===== config.mk =====
export PLATFORM = sky130hd
export DESIGN_NAME = q_meas_sequencer_flat
export DESIGN_NICKNAME = d
export VERILOG_FILES = /design/src/rtl/q_meas_sequencer_if.sv /design/src/rtl/q_meas_sequencer.sv /design/src/flat_wrapper.sv
export SDC_FILE = /design/constraint.sdc
export NUM_CORES = 1
export LEC_CHECK = 0
export BUFFER_PORTS_ARGS = -buffer_cell sky130_fd_sc_hd__buf_2
export CAP_MARGIN = 5
export CORE_ASPECT_RATIO = 0.7
export CORE_UTILIZATION = 55
export DETAILED_ROUTE_END_ITERATION = 12
export PLACE_DENSITY = 0.87
export SLEW_MARGIN = 20
export SYNTH_ARGS = -nofsm -noshare
export SYNTH_HDL_FRONTEND = slang
export SYNTH_SLANG_ARGS = --single-unit

===== constraint.sdc =====
create_clock -name clk -period 2.3 [get_ports clk]
set_input_delay 0.115 -clock clk [delete_from_list [all_inputs] [get_ports clk]]
set_output_delay 0.115 -clock clk [all_outputs]
set_load 0.01 [all_outputs]

===== src/rtl/q_meas_sequencer_if.sv =====
// rtl/q_meas_sequencer_if.sv - datapath and result-port signals of the measurement sequencer
// master = sequencer side, slave = datapath/consumer side.
interface q_meas_sequencer_if #(
    parameter int BUS_WIDTH = 10
);
    logic                 meas_start;
    logic                 meas_ready;
    logic [BUS_WIDTH-1:0] meas_q;
    logic                 out_valid;
    logic                 out_ack;
    logic [BUS_WIDTH-1:0] out_q;
    logic                 out_err;

    modport master (
        output meas_start, out_valid, out_q, out_err,
        input  meas_ready, meas_q, out_ack
    );

    modport slave (
        input  meas_start, out_valid, out_q, out_err,
        output meas_ready, meas_q, out_ack
    );
endinterface


===== src/rtl/q_meas_sequencer.sv =====
// rtl/q_meas_sequencer.sv - charge-measurement sequencer: settle, acquire, average, watchdog
// Optional Q_SEQ_READY_SYNC_EN adds a 2-flop synchroniser on meas_ready.
module q_meas_sequencer #(
    parameter int BUS_WIDTH     = 10,
    parameter int N_AVG_LOG2    = 2,
    parameter int SETTLE_CYCLES = 4,
    parameter int TIMEOUT_WIDTH = 8
) (
    input  logic               clk,
    input  logic               rst_n,
    input  logic               trigger,
    input  logic               cont,
    output logic               busy,
    q_meas_sequencer_if.master bus
);
    localparam int ACC_W = BUS_WIDTH + N_AVG_LOG2;
    localparam int SET_W = $clog2(SETTLE_CYCLES + 1);
    localparam logic [N_AVG_LOG2:0] CNT_FULL = (N_AVG_LOG2 + 1)'(1) << N_AVG_LOG2;

    typedef enum logic [1:0] {IDLE, ARM, MEASURE, OUTPUT} state_t;

    state_t                   state;
    logic [ACC_W-1:0]         acc;
    logic [N_AVG_LOG2:0]      cnt;
    logic [TIMEOUT_WIDTH-1:0] wdog;
    logic [SET_W-1:0]         settle;
    logic                     ready_r;
    logic                     ready_prev;
    logic                     meas_start_r;
    logic                     out_valid_r;
    logic [BUS_WIDTH-1:0]     out_q_r;
    logic                     out_err_r;

    logic                     ready_edge;
    logic [ACC_W-1:0]         acc_sum;
    logic [N_AVG_LOG2:0]      cnt_inc;
    logic [TIMEOUT_WIDTH-1:0] wdog_inc;
    logic                     timeout;

    assign ready_edge = ready_r & ~ready_prev;
    assign acc_sum    = acc + ACC_W'(bus.meas_q);
    assign cnt_inc    = cnt + 1'b1;
    assign wdog_inc   = wdog + 1'b1;
    assign timeout    = &wdog_inc;

    assign bus.meas_start = meas_start_r;
    assign bus.out_valid  = out_valid_r;
    assign bus.out_q      = out_q_r;
    assign bus.out_err    = out_err_r;

`ifdef Q_SEQ_READY_SYNC_EN
    logic ready_s1;
    logic ready_s2;

    always_ff @(posedge clk or negedge rst_n) begin
        if (!rst_n) begin
            ready_s1 <= 1'b0;
            ready_s2 <= 1'b0;
        end else begin
            ready_s1 <= bus.meas_ready;
            ready_s2 <= ready_s1;
        end
    end
`else
    logic ready_s2;
    assign ready_s2 = bus.meas_ready;
`endif

    always_ff @(posedge clk or negedge rst_n) begin
        if (!rst_n) begin
            state        <= IDLE;
            acc          <= '0;
            cnt          <= '0;
            wdog         <= '0;
            settle       <= '0;
            ready_r      <= 1'b0;
            ready_prev   <= 1'b0;
            meas_start_r <= 1'b0;
            out_valid_r  <= 1'b0;
            out_q_r      <= '0;
            out_err_r    <= 1'b0;
            busy         <= 1'b0;
        end else begin
            ready_r    <= ready_s2;
            ready_prev <= ready_r;
            case (state)
                IDLE: begin
                    acc          <= '0;
                    cnt          <= '0;
                    meas_start_r <= 1'b0;
                    if (trigger) begin
                        state  <= ARM;
                        busy   <= 1'b1;
                        settle <= '0;
                    end
                end
                ARM: begin
                    wdog <= '0;
                    if (settle == SET_W'(SETTLE_CYCLES - 1)) begin
                        state        <= MEASURE;
                        meas_start_r <= 1'b1;
                    end else begin
                        settle <= settle + 1'b1;
                    end
                end
                MEASURE: begin
                    wdog <= wdog_inc;
                    // A ready edge takes priority over a simultaneous watchdog expiry.
                    if (ready_edge) begin
                        acc          <= acc_sum;
                        cnt          <= cnt_inc;
                        meas_start_r <= 1'b0;
                        if (cnt_inc == CNT_FULL) begin
                            state       <= OUTPUT;
                            out_valid_r <= 1'b1;
                            out_q_r     <= acc_sum[ACC_W-1:N_AVG_LOG2];
                            out_err_r   <= 1'b0;
                        end else begin
                            state  <= ARM;
                            settle <= '0;
                        end
                    end else if (timeout) begin
                        acc          <= '0;
                        meas_start_r <= 1'b0;
                        state        <= OUTPUT;
                        out_valid_r  <= 1'b1;
                        out_q_r      <= '0;
                        out_err_r    <= 1'b1;
                    end
                end
                OUTPUT: begin
                    meas_start_r <= 1'b0;
                    if (bus.out_ack) begin
                        out_valid_r <= 1'b0;
                        out_q_r     <= '0;
                        out_err_r   <= 1'b0;
                        acc         <= '0;
                        cnt         <= '0;
                        if (cont) begin
                            state  <= ARM;
                            settle <= '0;
                        end else begin
                            state <= IDLE;
                            busy  <= 1'b0;
                        end
                    end
                end
                default: state <= IDLE;
            endcase
        end
    end
endmodule


===== src/flat_wrapper.sv =====
// flat-port wrapper written by rule: the top's interface ports become plain ports
module q_meas_sequencer_flat 
#(
    parameter int BUS_WIDTH     = 10,
    parameter int N_AVG_LOG2    = 2,
    parameter int SETTLE_CYCLES = 4,
    parameter int TIMEOUT_WIDTH = 8
)
  (clk, rst_n, trigger, cont, busy, bus_meas_start, bus_out_valid, bus_out_q, bus_out_err, bus_meas_ready, bus_meas_q, bus_out_ack);
  q_meas_sequencer_if #(.BUS_WIDTH(BUS_WIDTH)) bus_i ();
  input  logic clk;
  input  logic rst_n;
  input  logic trigger;
  input  logic cont;
  output logic busy;
  output wire logic [$bits(bus_i.meas_start)-1:0] bus_meas_start;
  output wire logic [$bits(bus_i.out_valid)-1:0] bus_out_valid;
  output wire logic [$bits(bus_i.out_q)-1:0] bus_out_q;
  output wire logic [$bits(bus_i.out_err)-1:0] bus_out_err;
  input wire logic [$bits(bus_i.meas_ready)-1:0] bus_meas_ready;
  input wire logic [$bits(bus_i.meas_q)-1:0] bus_meas_q;
  input wire logic [$bits(bus_i.out_ack)-1:0] bus_out_ack;
  assign bus_meas_start = bus_i.meas_start;
  assign bus_out_valid = bus_i.out_valid;
  assign bus_out_q = bus_i.out_q;
  assign bus_out_err = bus_i.out_err;
  assign bus_i.meas_ready = bus_meas_ready;
  assign bus_i.meas_q = bus_meas_q;
  assign bus_i.out_ack = bus_out_ack;
  q_meas_sequencer #(.BUS_WIDTH(BUS_WIDTH), .N_AVG_LOG2(N_AVG_LOG2), .SETTLE_CYCLES(SETTLE_CYCLES), .TIMEOUT_WIDTH(TIMEOUT_WIDTH)) u_core (.clk(clk), .rst_n(rst_n), .trigger(trigger), .cont(cont), .busy(busy), .bus(bus_i));
endmodule

==> impl_results.md, run 1 <==
- Via-per-instance ratio: 5.86
- Period utilization: 99.2%
- Total gr overflow: 0
- Grt met3 use: 5.17%
- RSZ-0062 raised after global routing: yes
- Leak pwr: 1.53 nW
- TritonCTS clock tree: built
- Routed Wire Length: 6150 um
- # placed instances: 373
- Antenna violations before repair: 0
- Core area: 4530 um^2
- Post-synth EDFFs: 0
- Layout cell share with drive strength beyond 1: 20.3%
- Mean Syn Cell Area: 9.73 um^2
- First-pass detailed-route iteration total: 4
- Finished Cell Area: 3130 um^2
- Clock slew at reported path FFs: 0.08 ns
- Status: complete, no violations
- Dpl ws: 0.0778 ns
- Boundary pin count: 30
- First-pass GRT wire length: 10000 um
- DRT iter0 DRCs: 183
- Final TNS setup: 0 ns
- H-Tree Depth: 2
- Antenna cells: 0
- PD cells: 1120 nW/um^2
- Final hold vios: 0
- Crit path launch type: register
- Flops & latches, synth: 44
- Syn Inst Count: 277
- Multi-input logic area: 1490 um^2
- Ys async rst share: 100%
- Avg WL per Cell: 16.1 um
- IO buf count: 29
- Register Area: 1100 um^2
- Hold_ws: 0.0778 ns
- Placed Area: 2960 um^2
- Final setup viols: 0
- GRT met1 Usage: 37.9%
- Drt drc: 0
- Cts bufs inserted: 5
- Clock Sinks: 44
- # fillers: 331
- VDD IR max: 0.661 mV
- Worst setup path class: register to register
- Worst-Skew Late Latency: 0.30 ns
- Overall routing resource usage: 25.3%
- Largest net degree at the start of global routing: 45
- Sequential share of the synthesized area: 40.8%
- Vias in the first global route: 2016
- Reg2reg path depth: 8
- Critical Path AT: 2.46 ns
- Finished Layout Cells: 382
- Max Cap Violations: 0
- Worst slew margin: 59.5%
- CP Capture Type: register
- Top Usage Layer GRT: met2
- Required @ worst endpoint: 2.48 ns
- Top_reg_cell synth: dfrtp_1
- DIE AREA: 5190 um^2
- Hold Path Class: input pin to register
- DIE WIDTH: 85.7 um
- Tot Pwr: 3.51 mW
- Fmax: 0.438 GHz
- Max FO, Critical Path: 3
- Actual slew at the worst max-slew pin: 0.603 ns
- # rows: 20
- Synthesis Warnings: 0
- Clock Skews: 0.00801 ns
- Via count: 2240
- Final setup margin: 0.0183 ns
- Syn_nets: 314
- Antenna-violating nets left: 0
- Synthesized area: 2700 um^2
- GP Congestion: 0.862
- DPL Wire Length: 4320 um
- Worst hold stages: 3
- Synth-to-layout area growth: 16.1%
- Final Slew Violations: 0
- NumNets Final: 353
- CTS max path bufs: 2
- Library cells used by synthesis: 51
- Initial Utilization: 59.5%
- Final core utilization: 69.1%
- Final min period: 2.28 ns
- Root buffer cell: clkbuf_8
- Die height: 60.6 um
- GR Layer Usage met2: 37.9%
[cell families after synthesis]
kind of cell / Yosys count / synth area share, %
simple gates: 84 / 15.0
compound gates: 79 / 20.5
flops: 44 / 40.8
buf+inv: 26 / 4.55
fa+ha+maj: 21 / 10.0
mux: 12 / 5.52
xor+xnor: 11 / 3.57
[worst max-delay path, stage by stage, from the launching register on]
cell     delay, ns
dfrtp_1       0.39
ha_1          0.21
fa_1          0.43
a21oi_2       0.19
o22ai_1       0.12
nor4_1        0.24
nor3_1        0.13
xor2_1        0.21
a22o_1        0.24
[synth_stat cells (all sizes together), types with 3 or more instances]
cell / n / area (um^2)
mux2: 8 / 109
mux2i: 4 / 40.0
o21ai: 22 / 114
xnor2: 4 / 35.0
o2bb2ai: 4 / 35.0
a21oi: 14 / 70.1
nand2: 25 / 93.8
clkbuf: 5 / 20.0
a31oi: 3 / 18.8
xor2: 7 / 61.3
o31ai: 7 / 52.6
nor2: 18 / 67.6
buf: 5 / 42.5
nand3: 13 / 65.1
o21a: 3 / 22.5
a21o: 4 / 30.0
a22o: 8 / 70.1
nand4: 5 / 31.3
inv: 15 / 56.3
ha: 20 / 250
nor2b: 3 / 18.8
nor3: 6 / 30.0
nand2b: 3 / 18.8
dfrtp: 44 / 1100
[layout by cell type (no fill, tap or decap), types with 3 or more instances in the layout]
master     count
mux2_4         5
o2bb2ai_1      4
o21a_1         3
xnor2_1        4
ha_1          19
mux2i_1        4
o31ai_1        7
a21o_1         4
nor2_1        18
nand3_1       13
nand4_1        5
clkbuf_8       5
a22o_1         8
xor2_1         7
nand2b_1       3
nand2_1       25
nor2b_1        3
inv_1         15
buf_4         11
nor3_1         6
o21ai_0       19
dfrtp_1       42
mux2_2         3
buf_2         28
a21oi_1       13
[path summary, 6_finish.rpt]
path                                           start                               to  slack (ns)
hold reg to reg             u_core.ready_r$_DFF_PN0_      u_core.ready_prev$_DFF_PN0_        0.43
min in group asynchronous                      rst_n          u_core.busy$_DFFE_PN0P_        0.36
hold / removal                                  cont          u_core.busy$_DFFE_PN0P_        0.08
max in group asynchronous                      rst_n       u_core.wdog[0]$_DFFE_PN0P_        1.54
setup / recovery           u_core.acc[0]$_DFFE_PN0P_  u_core.bus.out_q[6]$_DFFE_PN0P_        0.02
setup reg to reg           u_core.acc[0]$_DFFE_PN0P_  u_core.bus.out_q[6]$_DFFE_PN0P_        0.02
[layout make-up]
class | count | area share [%]
Tap cell | 66 | 2.64
Sequential cell | 44 | 35.3
Clock inverter | 2 | 1.92
Timing Repair Buffer | 42 | 8.39
Clock buffer | 5 | 2.20
Multi-Input combinational cell | 207 | 47.7
Inverter | 16 | 1.92
[power breakdown]
| part | internal, mW | switching (mW) |
|---|---|---|
| clock | 0.428 | 0.261 |
| sequential | 0.957 | 0.140 |
| combinational | 0.726 | 0.996 |
| total | 2.11 | 1.40 |
[registers in the layout (all words and copies together), names as in the netlist]
name	cells
u_core.bus.out_q	10
u_core.bus.out_valid	1
u_core.wdog	8
u_core.settle	3
u_core.ready_prev	1
u_core.acc	12
u_core.busy	1
u_core.cnt	3
u_core.bus.meas_start	1
u_core.ready_r	1
u_core.state	2
u_core.bus.out_err	1
[metal layers]
metal,routed length (um),vias up
li1,-,1081
met1,2990,1067
met2,2690,81
met3,402,11
met4,61,0
met5,0,-
[timing repair]
action	4_1_cts	5_1_grt
setup buffers	0	0
gates resized for setup	0	7
hold buffers	1	1
endpoints found under the hold margin	1	44
endpoints found under the setup margin	0	13
No activity file was read; power rests on OpenSTA's default activity.
==> run 2, diff against run 1 <==
--- a/config.mk
+++ b/config.mk
@@ -5,12 +5,12 @@
 export SDC_FILE = /design/constraint.sdc
 export NUM_CORES = 1
 export LEC_CHECK = 0
-export BUFFER_PORTS_ARGS = -buffer_cell sky130_fd_sc_hd__buf_2
 export CAP_MARGIN = 5
 export CORE_ASPECT_RATIO = 0.7
 export CORE_UTILIZATION = 55
 export DETAILED_ROUTE_END_ITERATION = 12
-export PLACE_DENSITY = 0.87
+export DONT_BUFFER_PORTS = 1
+export PLACE_DENSITY = 0.81
 export SLEW_MARGIN = 20
 export SYNTH_ARGS = -nofsm -noshare
 export SYNTH_HDL_FRONTEND = slang
==> constraint.sdc (replaced) <==
create_clock -name clk -period 2.68 [get_ports clk]
set_input_delay 0.134 -clock clk [delete_from_list [all_inputs] [get_ports clk]]
set_output_delay 0.134 -clock clk [all_outputs]
set_load 0.01 [all_outputs]
==> run 2 against run 1 <==
Compared with the run above:
- combinational power shrank 28%
- core utilization shrank 5.1 points
- critical endpoint is now u_core.bus.out_q[5]$_DFFE_PN0P_
- critical path depth shrank 2
- routed wire length shrank 7.7%
- clock power shrank 39%
- highest routed layer unchanged
- largest power group unchanged
- largest cell class unchanged
- fmax shrank 2.8%
- setup slack gained 0.32 ns
- hold slack lost 0.067 ns
- power shrank 25%
==> impl_results.md, run 2 (synthesis gave the netlist of run 1 again) <==
- CP Capture Type: register
- CP Buf/Inv Count: 0 (unchanged)
- Most common cell after layout, fill and taps aside: dfrtp_1
- Core area: 4530 um^2 (unchanged)
- Avg WL per Cell: 16.2 um (+0.71%)
- Worst setup path class: register to register
- Worst-Skew Late Latency: 0.31 ns (about the same)
- Status: complete, no violations
- Via count: 2049 (-8.5%)
- Multi-input logic area: 1470 um^2 (-1.3%)
- Fmax: 0.426 GHz (-2.8%)
- Final setup viols: 0 (unchanged)
- Leak pwr: 1.37 nW (-11%)
- DRT iter0 DRCs: 227 (+24%)
- Sw power: 1.15 mW (-18%)
- Synth-to-layout area growth: 7.52%
- Reg2reg path depth: 6 (-2)
- Tot Pwr: 2.64 mW (-25%)
- Clock Sinks: 44 (unchanged)
- CP top delay family: compound AO/OA/AOI/OAI gates
- WP depth: 6 (-2)
- Max Cap Violations: 0 (unchanged)
- Clock slew at reported path FFs: 0.09 ns (about the same)
- Switching Share: 43.4% (+3.6 points)
- CP cell instances: ha_1 -> and2b_1 -> a21o_1 -> o211a_1 -> o21ai_2 -> mux2_2
- Largest net degree at the start of global routing: 45 (unchanged)
- Final core utilization: 64.0% (-5.1 points)
- Via-per-instance ratio: 5.85 (-0.16%)
- # fillers: 359 (+8.5%)
- NumNets Final: 320 (-9.3%)
- Routed Wire Length: 5670 um (-7.7%)
- Root buffer cell: clkbuf_8
- DPL Wire Length: 4090 um (-5.2%)
- Cts bufs inserted: 5 (unchanged)
- Vias in the first global route: 2029 (+0.64%)
- Initial Utilization: 59.5% (unchanged)
- Total gr overflow: 0 (unchanged)
- Overall routing resource usage: 24.6% (-0.71 points)
- Most frequent cells in the layout: dfrtp_1, nand2_1, o21ai_0, ha_1, nor2_1
- Boundary pin count: 30 (unchanged)
- Actual slew at the worst max-slew pin: 0.752 ns (+0.149 ns)
- Part of the power in registers: 37.5% (+6.2 points)
- Final setup margin: 0.334 ns (+0.315 ns)
- Most flop-heavy register: u_core.acc
- Final min period: 2.35 ns (+0.0647 ns)
- Antenna violations before repair: 0 (unchanged)
- Period utilization: 87.6% (-12 points)
- Clock Skews: 0.00826 ns (+0.000246 ns)
- Crit path launch type: register
- Slowest cell delay on critical path: 0.62 ns (+0.19 ns)
- Dpl ws: 0.355 ns (+0.278 ns)
- Final TNS setup: 0 ns (unchanged)
- CTS max path bufs: 2 (unchanged)
- Layout cell share with drive strength beyond 1: 9.15% (-11 points)
- Max reg flops: 12 (unchanged)
- Final Slew Violations: 0 (unchanged)
- DIE WIDTH: 85.7 um (unchanged)
- First-pass GRT wire length: 9630 um (-3.7%)
- CP max stage cell: o21ai_2
- Die height: 60.6 um (unchanged)
- RSZ-0062 raised after global routing: no
- Internal: 1.49 mW (-29%)
- Setup Fix Bufs, Post-CTS: 0 (unchanged)
- Max FO, Critical Path: 12 (+9)
- Placed Area: 2750 um^2 (-6.9%)
- IO buf count: 0 (-100%)
- Required @ worst endpoint: 2.88 ns (+0.40 ns)
- Antenna-violating nets left: 0 (unchanged)
- Hold Path Class: input pin to register
- Final hold vios: 0 (unchanged)
- Comb power frac: 46.6% (-2.5 points)
- DIE AREA: 5190 um^2 (unchanged)
- Worst slew margin: 49.9% (-9.6 points)
- PD cells: 909 nW/um^2 (-19%)
- Critical Path AT: 2.54 ns (+0.08 ns)
- H-Tree Depth: 2 (unchanged)
- Antenna cells: 0 (unchanged)
- Register Area: 1100 um^2 (-0.23%)
- First-pass detailed-route iteration total: 4 (unchanged)
- VDD IR max: 0.719 mV (+8.8%)
- Worst hold stages: 3 (unchanged)
- TritonCTS clock tree: built
- GP Congestion: 0.886 (+2.7%)
- Finished Cell Area: 2900 um^2 (-7.4%)
- Drt drc: 0 (unchanged)
- # rows: 20 (unchanged)
- Clock power frac: 15.9% (-3.7 points)
==> run 2: cell count changes in the layout (fill, tap and decap cells not counted), sizes merged <==
cell         change
dlygate4sd3      +1
bufinv           -2
clkinv           +3
buf             -34
==> run 2: final timing paths <==
| path | to | slack (ns) | startpoint |
|---|---|---|---|
| min in group asynchronous | u_core.settle[0]$_DFFE_PN0P_ | 0.31 | rst_n |
| worst max register to register | u_core.bus.out_q[5]$_DFFE_PN0P_ | 0.33 | u_core.wdog[1]$_DFFE_PN0P_ |
| worst min register to register | u_core.ready_prev$_DFF_PN0_ | 0.39 | u_core.ready_r$_DFF_PN0_ |
| max in group asynchronous | u_core.acc[2]$_DFFE_PN0P_ | 2.15 | rst_n |
| worst min-delay path | u_core.busy$_DFFE_PN0P_ | 0.01 | bus_out_ack |
| worst max-delay path | u_core.bus.out_q[5]$_DFFE_PN0P_ | 0.33 | u_core.wdog[1]$_DFFE_PN0P_ |
==> run 2: worst min-delay path: stages <==
cell and delay, ns:
nand2_1 0.04, o21ai_0 0.06, nand2_1 0.06
==> run 2: area by class of cell <==
class / instances / share of cell area, %
inverters: 16 / 2.07
flip-flops and latches: 44 / 38.0
repair buffers: 9 / 3.28
clock inverters: 3 / 0.647
well taps: 66 / 2.85
multi-input cells: 207 / 50.8
clock buffers: 5 / 2.37
==> run 2: power by group through the flow <==
stage	clock network, mW	logic (mW)	registers [mW]
final	0.420	1.23	0.987
after global routing	0.455	1.36	1.01
after CTS	0.431	1.21	0.988
after detailed placement	0	1.18	0.999
after global placement	0	1.15	0.991
after floorplan	0	0.968	0.960
==> run 2: metal layers <==
metal | vias to the layer above | global-route usage (%) | wire length [um]
met2 | 48 | 38.7 | 2480
met3 | 10 | 5.71 | 320
met4 | 0 | 10.5 | 107
li1 | 1014 | - | -
met5 | - | 0 | 0
met1 | 977 | 33.4 | 2760
==> run 2: metrics by stage <==
stage | hold slack, ns | instances
after floorplan | -0.162 | 277
after global placement | -0.161 | 338
after detailed placement | -0.161 | 338
after CTS | 0.0124 | 350
after global routing | 0.0307 | 350
final | 0.0112 | 350
==> run 2: repair_timing <==
action	in CTS	in global routing
resized for setup	0	0
endpoints found under the hold margin	46	0
hold buffers	4	0
==> run 3, diff against run 2 <==
--- a/config.mk
+++ b/config.mk
@@ -8,6 +8,7 @@
 export CAP_MARGIN = 5
 export CORE_ASPECT_RATIO = 0.7
 export CORE_UTILIZATION = 55
+export CTS_BUF_LIST = sky130_fd_sc_hd__clkbuf_4
 export DETAILED_ROUTE_END_ITERATION = 12
 export DONT_BUFFER_PORTS = 1
 export PLACE_DENSITY = 0.81
==> constraint.sdc (replaced) <==
create_clock -name clk -period 2.68 [get_ports clk]
set_input_delay 0.134 -clock clk [delete_from_list [all_inputs] [get_ports clk]]
set_output_delay 0.134 -clock clk [all_outputs]
set_load 0.1 [all_outputs]
==> run 3 against run 2 <==
Compared with the run above:
- clock skew grew 0.0069 ns
- sequential cell count stayed put
- count of clock-buffer cells in the layout is the same
- routed wire length shrank 3.6%
- via count grew 1.8%
- non-clock buffer count grew 9
- critical path type unchanged
- largest power group unchanged
- highest routed layer unchanged
==> impl_results.md, run 3 (synthesis gave the netlist of run 1 again) <==
- Status: complete, no violations
- Final min period: 2.39 ns (+0.0412 ns)
- Period utilization: 89.1% (+1.5 points)
- # placed instances: 345 (+2.1%)
- Cts bufs inserted: 5 (unchanged)
- Final setup viols: 0 (unchanged)
- Via count: 2086 (+1.8%)
- Antenna cells: 0 (unchanged)
- VDD IR max: 0.746 mV (+3.8%)
- Worst hold stages: 2 (-1)
- Avg WL per Cell: 15.2 um (-6.0%)
- Root buffer cell: clkbuf_4
- Hold Crit Start: cont
- Final Slew Violations: 0 (unchanged)
- Antenna violations before repair: 0 (unchanged)
- Clock Skews: 0.0151 ns (+0.00686 ns)
- GP Congestion: 0.879 (-0.80%)
- # rows: 20 (unchanged)
- Final hold vios: 0 (unchanged)
- Hold_ws: 0.0449 ns (+0.0337 ns)
- First-pass detailed-route iteration total: 5 (+1)
- Finished Cell Area: 2960 um^2 (+2.0%)
- Via-per-instance ratio: 5.81 (-0.75%)
- First-pass GRT wire length: 8760 um (-9.1%)
- Critical Path AT: 2.64 ns (+0.10 ns)
- Routed Wire Length: 5470 um (-3.6%)
- DRT iter0 DRCs: 162 (-29%)
- Max FO, Critical Path: 12 (unchanged)
- Final core utilization: 65.3% (+1.3 points)
- Setup Fix Bufs, Post-CTS: 0 (unchanged)
- Overall routing resource usage: 22.3% (-2.3 points)
- R2R setup slack: 0.29 ns (-0.04 ns)
- Die height: 60.6 um (unchanged)
- Hold Path Class: input pin to register
- Total gr overflow: 0 (unchanged)
- Final TNS setup: 0 ns (unchanged)
- RR Startpoint: u_core.wdog[1]$_DFFE_PN0P_
- Required @ worst endpoint: 2.93 ns (+0.05 ns)
- Worst-Skew Late Latency: 0.37 ns (+0.06 ns)
- Max Cap Violations: 0 (unchanged)
- Synth-to-layout area growth: 9.65%
- CP Capture Type: register
- Number of gates resized after cts: 0 (unchanged)
- CTS max path bufs: 2 (unchanged)
- Dpl ws: 0.325 ns (-0.0303 ns)
- Worst slew margin: 38.9% (-11 points)
- Final setup margin: 0.292 ns (-0.0412 ns)
- DPL Wire Length: 3970 um (-3.0%)
- Slowest cell delay on critical path: 0.66 ns (+0.04 ns)
- Worst setup path class: register to register
- Finished Layout Cells: 359 (+2.6%)
- Max reg flops: 12 (unchanged)
- Vias in the first global route: 1902 (-6.3%)
- CP cell instances: ha_1 -> and2b_1 -> a21o_1 -> o211a_1 -> o21ai_2 -> mux2_2
- IO buf count: 0 (unchanged)
- Worst Hold Path EP: u_core.state[0]$_DFFE_PN0P_
- Drt drc: 0 (unchanged)
- Fmax: 0.419 GHz (-1.7%)
- Tot Pwr: 3.23 mW (+23%)
- Clock slew at reported path FFs: 0.13 ns (+0.04 ns)
- RSZ-0062 raised after global routing: no
- TritonCTS clock tree: built
- Core area: 4530 um^2 (unchanged)
- PD cells: 1090 nW/um^2 (+20%)
- R2R Path End: u_core.bus.out_q[0]$_DFFE_PN0P_
- Boundary pin count: 30 (unchanged)
- Most flop-heavy register: u_core.acc
- DIE AREA: 5190 um^2 (unchanged)
- Initial Utilization: 59.5% (unchanged)
- Reg2reg path depth: 6 (unchanged)
- NumNets Final: 329 (+2.8%)
- CP max stage cell: o21ai_2
- Most common cell after layout, fill and taps aside: dfrtp_1
- H-Tree Depth: 2 (unchanged)
- Clock Sinks: 44 (unchanged)
- Most frequent cells in the layout: dfrtp_1, nand2_1, o21ai_0, ha_1, nor2_1
- DIE WIDTH: 85.7 um (unchanged)
- Placed Area: 2810 um^2 (+1.9%)
- Actual slew at the worst max-slew pin: 0.917 ns (+0.165 ns)
- Leak pwr: 1.40 nW (+2.6%)
- Antenna-violating nets left: 0 (unchanged)
- Crit path launch type: register
- Largest net degree at the start of global routing: 45 (unchanged)
- Layout cell share with drive strength beyond 1: 10.9% (+1.8 points)
==> run 3: cell count changes in the layout (fill, tap and decap cells not counted), sizes merged <==
cell / delta
clkinv: -1
buf: +7
dlygate4sd3: +2
bufinv: +1
==> run 3: area by class of cell <==
| class | count | area, um^2 |
|---|---|---|
| multi-input combinational | 207 | 1470 |
| fill | 357 | 1570 |
| sequential | 44 | 1100 |
| inverter | 16 | 60.1 |
| timing repair buffer | 18 | 160 |
| clock buffer | 5 | 37.5 |
| tap | 66 | 82.6 |
| clock inverter | 3 | 42.5 |
==> run 3: worst max path at each step <==
stage	from	end	slack [ns]	cells after the start
floorplan	u_core.acc[0]$_DFFE_PN0P_	u_core.bus.out_q[4]$_DFFE_PN0P_	0.65	8
global placement	u_core.wdog[1]$_DFFE_PN0P_	u_core.bus.out_q[0]$_DFFE_PN0P_	0.38	6
detailed placement	u_core.wdog[1]$_DFFE_PN0P_	u_core.bus.out_q[5]$_DFFE_PN0P_	0.33	6
CTS	u_core.wdog[0]$_DFFE_PN0P_	u_core.bus.out_q[0]$_DFFE_PN0P_	0.30	6
global route	u_core.wdog[1]$_DFFE_PN0P_	u_core.bus.out_q[0]$_DFFE_PN0P_	0.16	7
finish	u_core.wdog[1]$_DFFE_PN0P_	u_core.bus.out_q[0]$_DFFE_PN0P_	0.29	6
==> run 3: worst max-delay path: cells and delay by family, from the launching register on <==
kind | cells | cell delay (ns)
DFF | 1 | 0.47
adders and majority gates | 1 | 0.26
muxes | 1 | 0.41
AOI/OAI and AO/OA | 3 | 0.96
and+or+nand+nor | 1 | 0.19
==> run 3: per-layer routing <==
layer,vias up,GRT usage [%],routed length [um]
met1,982,31.0,2670
met5,-,0,0
met3,10,5.71,370
met2,65,33.8,2350
li1,1029,-,-
met4,0,9.05,80
==> run 3: repair_timing <==
action,CTS,global route
setup endpoints to repair,0,0
endpoints found under the hold margin,46,0
hold buffers,6,0
==> run 3: power breakdown <==
group / leakage (nW) / internal (mW) / switching, mW
clock: 0.0428 / 0.195 / 0.220
sequential: 0.590 / 0.809 / 0.516
combinational: 0.770 / 0.543 / 0.948
total: 1.40 / 1.55 / 1.68
